$ cat config.mk
export PLATFORM = sky130hd
export DESIGN_NAME = uart_receiver
export DESIGN_NICKNAME = d
export VERILOG_FILES = /design/src/rtl/com_pkg.sv /design/src/rtl/baud_oversample_tick.sv /design/src/rtl/uart_receiver.sv
export SDC_FILE = /design/constraint.sdc
export NUM_CORES = 1
export LEC_CHECK = 0
export BUFFER_PORTS_ARGS = -buffer_cell sky130_fd_sc_hd__buf_2
export CAP_MARGIN = 10
export CORE_MARGIN = 3
export CORE_UTILIZATION = 40
export DETAILED_ROUTE_END_ITERATION = 10
export PLACE_DENSITY = 0.61
export SYNTH_ARGS = -nofsm -noshare
export SYNTH_HDL_FRONTEND = slang
export SYNTH_SLANG_ARGS = --single-unit
$ cat constraint.sdc
create_clock -name clk -period 2.5 [get_ports clk]
set_input_delay 0.125 -clock clk [delete_from_list [all_inputs] [get_ports clk]]
set_output_delay 0.125 -clock clk [all_outputs]
set_load 0.005 [all_outputs]
$ cat src/rtl/com_pkg.sv
// Shared definitions for the com block: UART framing constants, receiver state
// encoding and the phase-accumulator tick arithmetic used by both directions.
`timescale 1ns/1ps
package com_pkg;

    localparam int UART_DATA_BITS = 8;

    typedef enum logic [2:0] {
        RX_IDLE  = 3'd0,
        RX_START = 3'd1,
        RX_DATA  = 3'd2,
        RX_STOP  = 3'd3,
        RX_BREAK = 3'd4
    } rx_state_t;

    // Wider accumulator at high clock rates keeps the tick-rate error small.
    function automatic int tick_acc_width(input longint clk_hz);
        return (clk_hz > 64'd50000000) ? 20 : 16;
    endfunction

    // Rounded increment so the accumulator carry fires at baud*oversampling Hz.
    function automatic longint tick_acc_inc(input longint clk_hz, input longint baud,
                                            input longint oversampling);
        int w;
        w = tick_acc_width(clk_hz);
        return (((baud * oversampling) << (w - 8)) + (clk_hz >> 9)) / (clk_hz >> 8);
    endfunction

endpackage

$ cat src/rtl/baud_oversample_tick.sv
// Phase-accumulator sample-tick generator: one-clk SampleTick pulses at
// Baud*Oversampling Hz on average.
`timescale 1ns/1ps
module baud_oversample_tick
    import com_pkg::*;
#(
    parameter int ClkFrequency = 12000000,
    parameter int Baud         = 115200,
    parameter int Oversampling = 16
) (
    input  logic clk,
    input  logic rst,
    output logic SampleTick
);

    localparam int AccWidth = tick_acc_width(longint'(ClkFrequency));
    localparam logic [AccWidth-1:0] Inc =
        AccWidth'(tick_acc_inc(longint'(ClkFrequency), longint'(Baud), longint'(Oversampling)));

    logic [AccWidth:0] r_acc;
    logic              r_tick;

    // The carry out of the previous add is dropped on each step; it only drives the tick.
    always_ff @(posedge clk) begin
        if (rst) begin
            r_acc  <= '0;
            r_tick <= 1'b0;
        end else begin
            r_acc  <= {1'b0, r_acc[AccWidth-1:0]} + {1'b0, Inc};
            r_tick <= r_acc[AccWidth];
        end
    end

    assign SampleTick = r_tick;

endmodule

$ cat src/rtl/uart_receiver.sv
// 8N1 UART receiver, LSB first: oversampled, majority-filtered, mid-bit sampling,
// with one-clk data-ready and framing-error strobes.
`timescale 1ns/1ps
module uart_receiver
    import com_pkg::*;
#(
    parameter int ClkFrequency = 12000000,
    parameter int Baud         = 115200,
    parameter int Oversampling = 16
) (
    input  logic                      clk,
    input  logic                      rst,
    input  logic                      RxD,
    output logic [UART_DATA_BITS-1:0] RxData,
    output logic                      RxDataReady,
    output logic                      RxFrameError,
    output logic                      RxBusy
);

    localparam int TW = $clog2(Oversampling);
    localparam logic [TW-1:0] TICK_HALF = TW'(Oversampling / 2 - 1);
    localparam logic [TW-1:0] TICK_LAST = TW'(Oversampling - 1);

    logic w_tick;

    baud_oversample_tick #(
        .ClkFrequency (ClkFrequency),
        .Baud         (Baud),
        .Oversampling (Oversampling)
    ) u_tick (
        .clk        (clk),
        .rst        (rst),
        .SampleTick (w_tick)
    );

    logic [1:0] r_sync;
    logic [2:0] r_filt;
    logic       w_bit;

    // Presets of 1 keep a reset from looking like a start bit.
    always_ff @(posedge clk) begin
        if (rst) begin
            r_sync <= 2'b11;
            r_filt <= 3'b111;
        end else begin
            r_sync <= {r_sync[0], RxD};
            if (w_tick)
                r_filt <= {r_filt[1:0], r_sync[1]};
        end
    end

    assign w_bit = (r_filt[0] & r_filt[1]) | (r_filt[0] & r_filt[2]) | (r_filt[1] & r_filt[2]);

    rx_state_t                 r_state, w_next;
    logic [TW-1:0]             r_tick_cnt;
    logic [2:0]                r_bit_cnt;
    logic [UART_DATA_BITS-1:0] r_shift;
    logic                      w_at_half, w_at_last;
    logic                      w_clr_cnt, w_sample, w_good_stop, w_bad_stop;

    assign w_at_half = w_tick && (r_tick_cnt == TICK_HALF);
    assign w_at_last = w_tick && (r_tick_cnt == TICK_LAST);

    always_ff @(posedge clk) begin
        if (rst) r_state <= RX_IDLE;
        else     r_state <= w_next;
    end

    always_comb begin
        w_next = r_state;
        case (r_state)
            RX_IDLE:  if (w_tick && !w_bit) w_next = RX_START;
            RX_START: if (w_at_half) w_next = w_bit ? RX_IDLE : RX_DATA;
            RX_DATA:  if (w_at_last && (r_bit_cnt == 3'd7)) w_next = RX_STOP;
            RX_STOP:  if (w_at_last) w_next = w_bit ? RX_IDLE : RX_BREAK;
            RX_BREAK: if (w_tick && w_bit) w_next = RX_IDLE;
            default:  w_next = RX_IDLE;
        endcase
    end

    always_comb begin
        w_clr_cnt   = 1'b0;
        w_sample    = 1'b0;
        w_good_stop = 1'b0;
        w_bad_stop  = 1'b0;
        RxBusy      = 1'b0;
        case (r_state)
            RX_IDLE:  w_clr_cnt = w_tick && !w_bit;
            RX_START: begin
                RxBusy    = 1'b1;
                w_clr_cnt = w_at_half;
            end
            RX_DATA:  begin
                RxBusy   = 1'b1;
                w_sample = w_at_last;
            end
            RX_STOP:  begin
                RxBusy      = 1'b1;
                w_good_stop = w_at_last && w_bit;
                w_bad_stop  = w_at_last && !w_bit;
            end
            default: ;
        endcase
    end

    // Tick counter free-runs and wraps, so mid-bit points recur every Oversampling ticks.
    always_ff @(posedge clk) begin
        if (rst) begin
            r_tick_cnt   <= '0;
            r_bit_cnt    <= '0;
            r_shift      <= '0;
            RxData       <= '0;
            RxDataReady  <= 1'b0;
            RxFrameError <= 1'b0;
        end else begin
            RxDataReady  <= w_good_stop;
            RxFrameError <= w_bad_stop;
            if (w_clr_cnt) begin
                r_tick_cnt <= '0;
                r_bit_cnt  <= '0;
            end else if (w_tick) begin
                r_tick_cnt <= r_tick_cnt + 1'b1;
            end
            if (w_sample) begin
                r_shift   <= {w_bit, r_shift[UART_DATA_BITS-1:1]};
                r_bit_cnt <= r_bit_cnt + 1'b1;
            end
            if (w_good_stop)
                RxData <= r_shift;
        end
    end

endmodule
==> flow_metrics.py <==
metrics = {
    "die": {
        "die_w_um": 79.2,
        "io_pins": 14,
        "start_util_pct": 41.7,
        "fp.dieArea_mm2": 0.00628,
        "coreArea_mm2": 0.00514,
        "num_rows": 26,
        "die_h_um": 79.2,
    },
    "global_route": {
        "grt_util_met2_pct": 21.0,
        "overflow": 0,
        "grt.busiest_layer": "met2",
        "met1_usage_pct": 16.3,
        "grt_pass1_wl_um": 6530,
        "use_met3_pct": 3.40,
        "grt_max_degree": 56,
        "antenna_found_initial": 0,
        "grt_use_total_pct": 12.9,
        "grt_pass1_vias": 1453,
    },
    "setup_path": {
        "cp-end-kind": "flop",
        "reg2regPathDepth": 5,
        "crit_arrival_ns": 1.90,
        "critPathKind": "reg -> reg",
        "crit_path_start_kind": "flop",
        "path_buf_inv": 0,
        "crit_slowest_cell": "or3_4",
        "worstPathCellList": "ha_1, and3_1, and2_4, or3_4, a211oi_2",
        "crit_family": "simple AND/OR/NAND/NOR gates",
        "path_max_fanout": 10,
        "cp_slowest_stage_delay_ns": 0.40,
        "r2r_slack_ns": 0.82,
        "r2r-start": "r_tick_cnt[0]",
        "rr_endpoint": "r_bit_cnt[0]",
        "crit_required_ns": 2.72,
    },
    "sta": {
        "max_freq_mhz": 596,
        "clock_skew_ns": 0.00492,
        "slew_violations": 0,
        "setup_viol": 0,
        "min_period_ns": 1.68,
        "whs_ns": 0.416,
        "finalHoldViolCount": 0,
        "relSlewSlack_pct": 36.3,
        "tns_ns": 0,
        "rsz0062_at_grt": "no",
        "fin_ws_ns": 0.822,
        "worst_pin_slew_ns": 0.956,
        "finalCritPeriodShare_pct": 67.1,
    },
    "hold_path": {
        "hp-class": "reg -> reg",
        "hold_end": "r_sync[1]",
        "worstHoldStart": "r_sync[0]",
        "holdPathStages": 1,
    },
    "synthesis": {
        "syn-num-nets": 239,
        "async_flop_share_pct": 0,
        "synthAdderAreaFrac_pct": 2.86,
        "synth_xor_area_share_pct": 3.67,
        "synth_largest_area_cell": "dfxtp_1",
        "synth-simple-area-share_pct": 23.2,
        "yosys-top-cells-area": "dfxtp_1 47%, mux2i_1 6.1%, nor2_1 4.9%",
        "yosysSeqAreaShare_pct": 46.6,
        "synth_cell_types": 46,
        "synth_top_family_by_area": "simple AND/OR/NAND/NOR gates",
        "synth_compound_area_share_pct": 13.0,
        "syn_area_mm2": 0.00215,
        "synthMuxAreaShare_pct": 6.59,
        "synth_edf_count": 0,
        "synth_largest_type_area_fraction_pct": 46.6,
        "syn_inst": 232,
        "synth_warnings": 0,
        "ys_ff_latch": 50,
        "syn-mean-instance-area_um2": 9.25,
        "synth_flop_cell": "dfxtp_1",
    },
    "clock_network": {
        "ctsLongestPathBuffers": 2,
        "h-tree-depth": 2,
        "tritoncts": "done",
        "cts_buffers": 5,
        "root_buffer": "clkbuf_8",
        "clkLatencyLatePin_ns": 0.30,
        "cts_resized": 0,
        "cts_sinks": 50,
        "clk_pin_slew_ns": 0.09,
    },
    "route": {
        "wl_um": 3660,
        "via_count": 1540,
        "drc_errors": 0,
        "ant_nets": 0,
        "wl_per_cell_um": 11.8,
        "drt_first_pass_iters": 4,
        "viasPerCell": 4.95,
        "drtIter0Drc": 76,
    },
    "power": {
        "peakVddDrop_uv": 389,
        "power.switching_mw": 0.420,
        "swShare_pct": 27.0,
        "pwr-share-clk_pct": 29.5,
        "powerDensity_mw_per_mm2": 665,
        "combPwrFrac_pct": 12.2,
        "power_mw": 1.56,
        "leakagePower_nw": 0.911,
        "seq_power_share_pct": 58.2,
        "internal_power_mw": 1.14,
    },
    "layout": {
        "regArea_mm2": 0.00100,
        "stdcell_count": 311,
        "syn2layout_area_growth_pct": 8.98,
        "final_cell_mix": "50 x dfxtp_1, 28 x nor2_1, 21 x nand2_1, 17 x a21oi_1",
        "post-route-cell-area_mm2": 0.00234,
        "final_common_cell": "dfxtp_1",
        "diodes": 0,
        "nFillCells": 533,
        "nets": 247,
        "drive_gt1_share_pct": 13.3,
        "multi_input_area_mm2": 0.00106,
        "fin_util_pct": 45.5,
    },
    "flow_run": {
        "drv_cap": 0,
    },
    "placed_design": {
        "placed_area_mm2": 0.00224,
        "port_buffers": 13,
        "gp_congestion": 0.699,
        "pre_cts_ws_ns": 0.838,
        "dpl.cell_count": 302,
        "place_hpwl_um": 2360,
    },
    "run_status": {
        "outcome": "finished, final reports clean",
    },
}
==> routing by layer <==
layer / vias to the layer above / wire, um
met5: - / 0
met4: 0 / 54
met3: 7 / 116
met2: 18 / 1580
met1: 692 / 1910
li1: 823 / -
==> flip-flops by register name, indices dropped and copies added (netlist names), 2 cells and up <==
signal / flops
RxData: 8
r_bit_cnt: 3
r_filt: 3
r_shift: 8
r_state: 3
r_sync: 2
r_tick_cnt: 4
u_tick.r_acc: 16
==> how the worst max path moves through the flow <==
stage	from	endpoint	slack [ns]	cells past startpoint
after floorplan	r_tick_cnt[0]	r_bit_cnt[0]	0.77	7
after global placement	r_tick_cnt[0]	r_bit_cnt[0]	0.86	5
after detailed placement	r_tick_cnt[0]	r_bit_cnt[0]	0.84	5
after CTS	u_tick.SampleTick	r_bit_cnt[1]	0.82	3
after global routing	r_state[1]	r_bit_cnt[1]	0.68	3
final	r_tick_cnt[0]	r_bit_cnt[0]	0.82	5
==> what timing repair did <==
action                                  4_1_cts  5_1_grt
hold endpoints to repair                      1        0
endpoints found under the setup margin        0        0
hold buffers                                  1        0
buffers inserted                              0        0
==> Yosys cell counts, types with 2 or more instances <==
cell	count
dfxtp_1	50
nor2_1	28
nand2_1	21
a21oi_1	17
mux2i_1	13
nor2b_1	8
nor3_1	8
buf_2	6
clkbuf_1	5
inv_1	5
nand2b_1	5
nand4_1	5
xnor2_1	5
a211o_1	4
ha_1	4
xor2_1	4
a31oi_1	3
nor4bb_1	3
a31o_2	2
and3_1	2
buf_1	2
nand3_1	2
nor3b_1	2
o21ai_0	2
o32ai_1	2
or2_2	2
or3_1	2
or4_1	2
==> worst reg2reg max path: stages, from the launching register on <==
cell	delay [ns]
dfxtp_1	0.34
ha_1	0.21
and3_1	0.25
and2_4	0.20
or3_4	0.40
a211oi_2	0.20
==> power groups by stage <==
| stage | logic (mW) | clock network [mW] | registers, mW |
|---|---|---|---|
| 2_1_floorplan | 0.171 | 0 | 0.909 |
| 3_3_place_gp | 0.189 | 0 | 0.924 |
| 3_5_place_dp | 0.190 | 0 | 0.925 |
| 4_1_cts | 0.193 | 0.483 | 0.907 |
| 5_1_grt | 0.219 | 0.510 | 0.914 |
| 6_report | 0.191 | 0.459 | 0.906 |
==> cell families after synthesis <==
family                     Yosys count
xor gates and xnor gates             9
and+or+nand+nor                     96
AOI/OAI and AO/OA                   39
DFF                                 50
buffers and inverters               19
muxes                               14
adders and majority gates            5
==> layout make-up <==
| type | instances | share of cell area, % |
|---|---|---|
| Inverter | 5 | 0.803 |
| Clock inverter | 3 | 0.910 |
| Timing Repair Buffer | 15 | 3.53 |
| Sequential cell | 50 | 42.8 |
| Clock buffer | 5 | 2.94 |
| Tap cell | 70 | 3.75 |
| Multi-Input combinational cell | 163 | 45.3 |
Note: power is estimated with default switching activity, not from simulation.
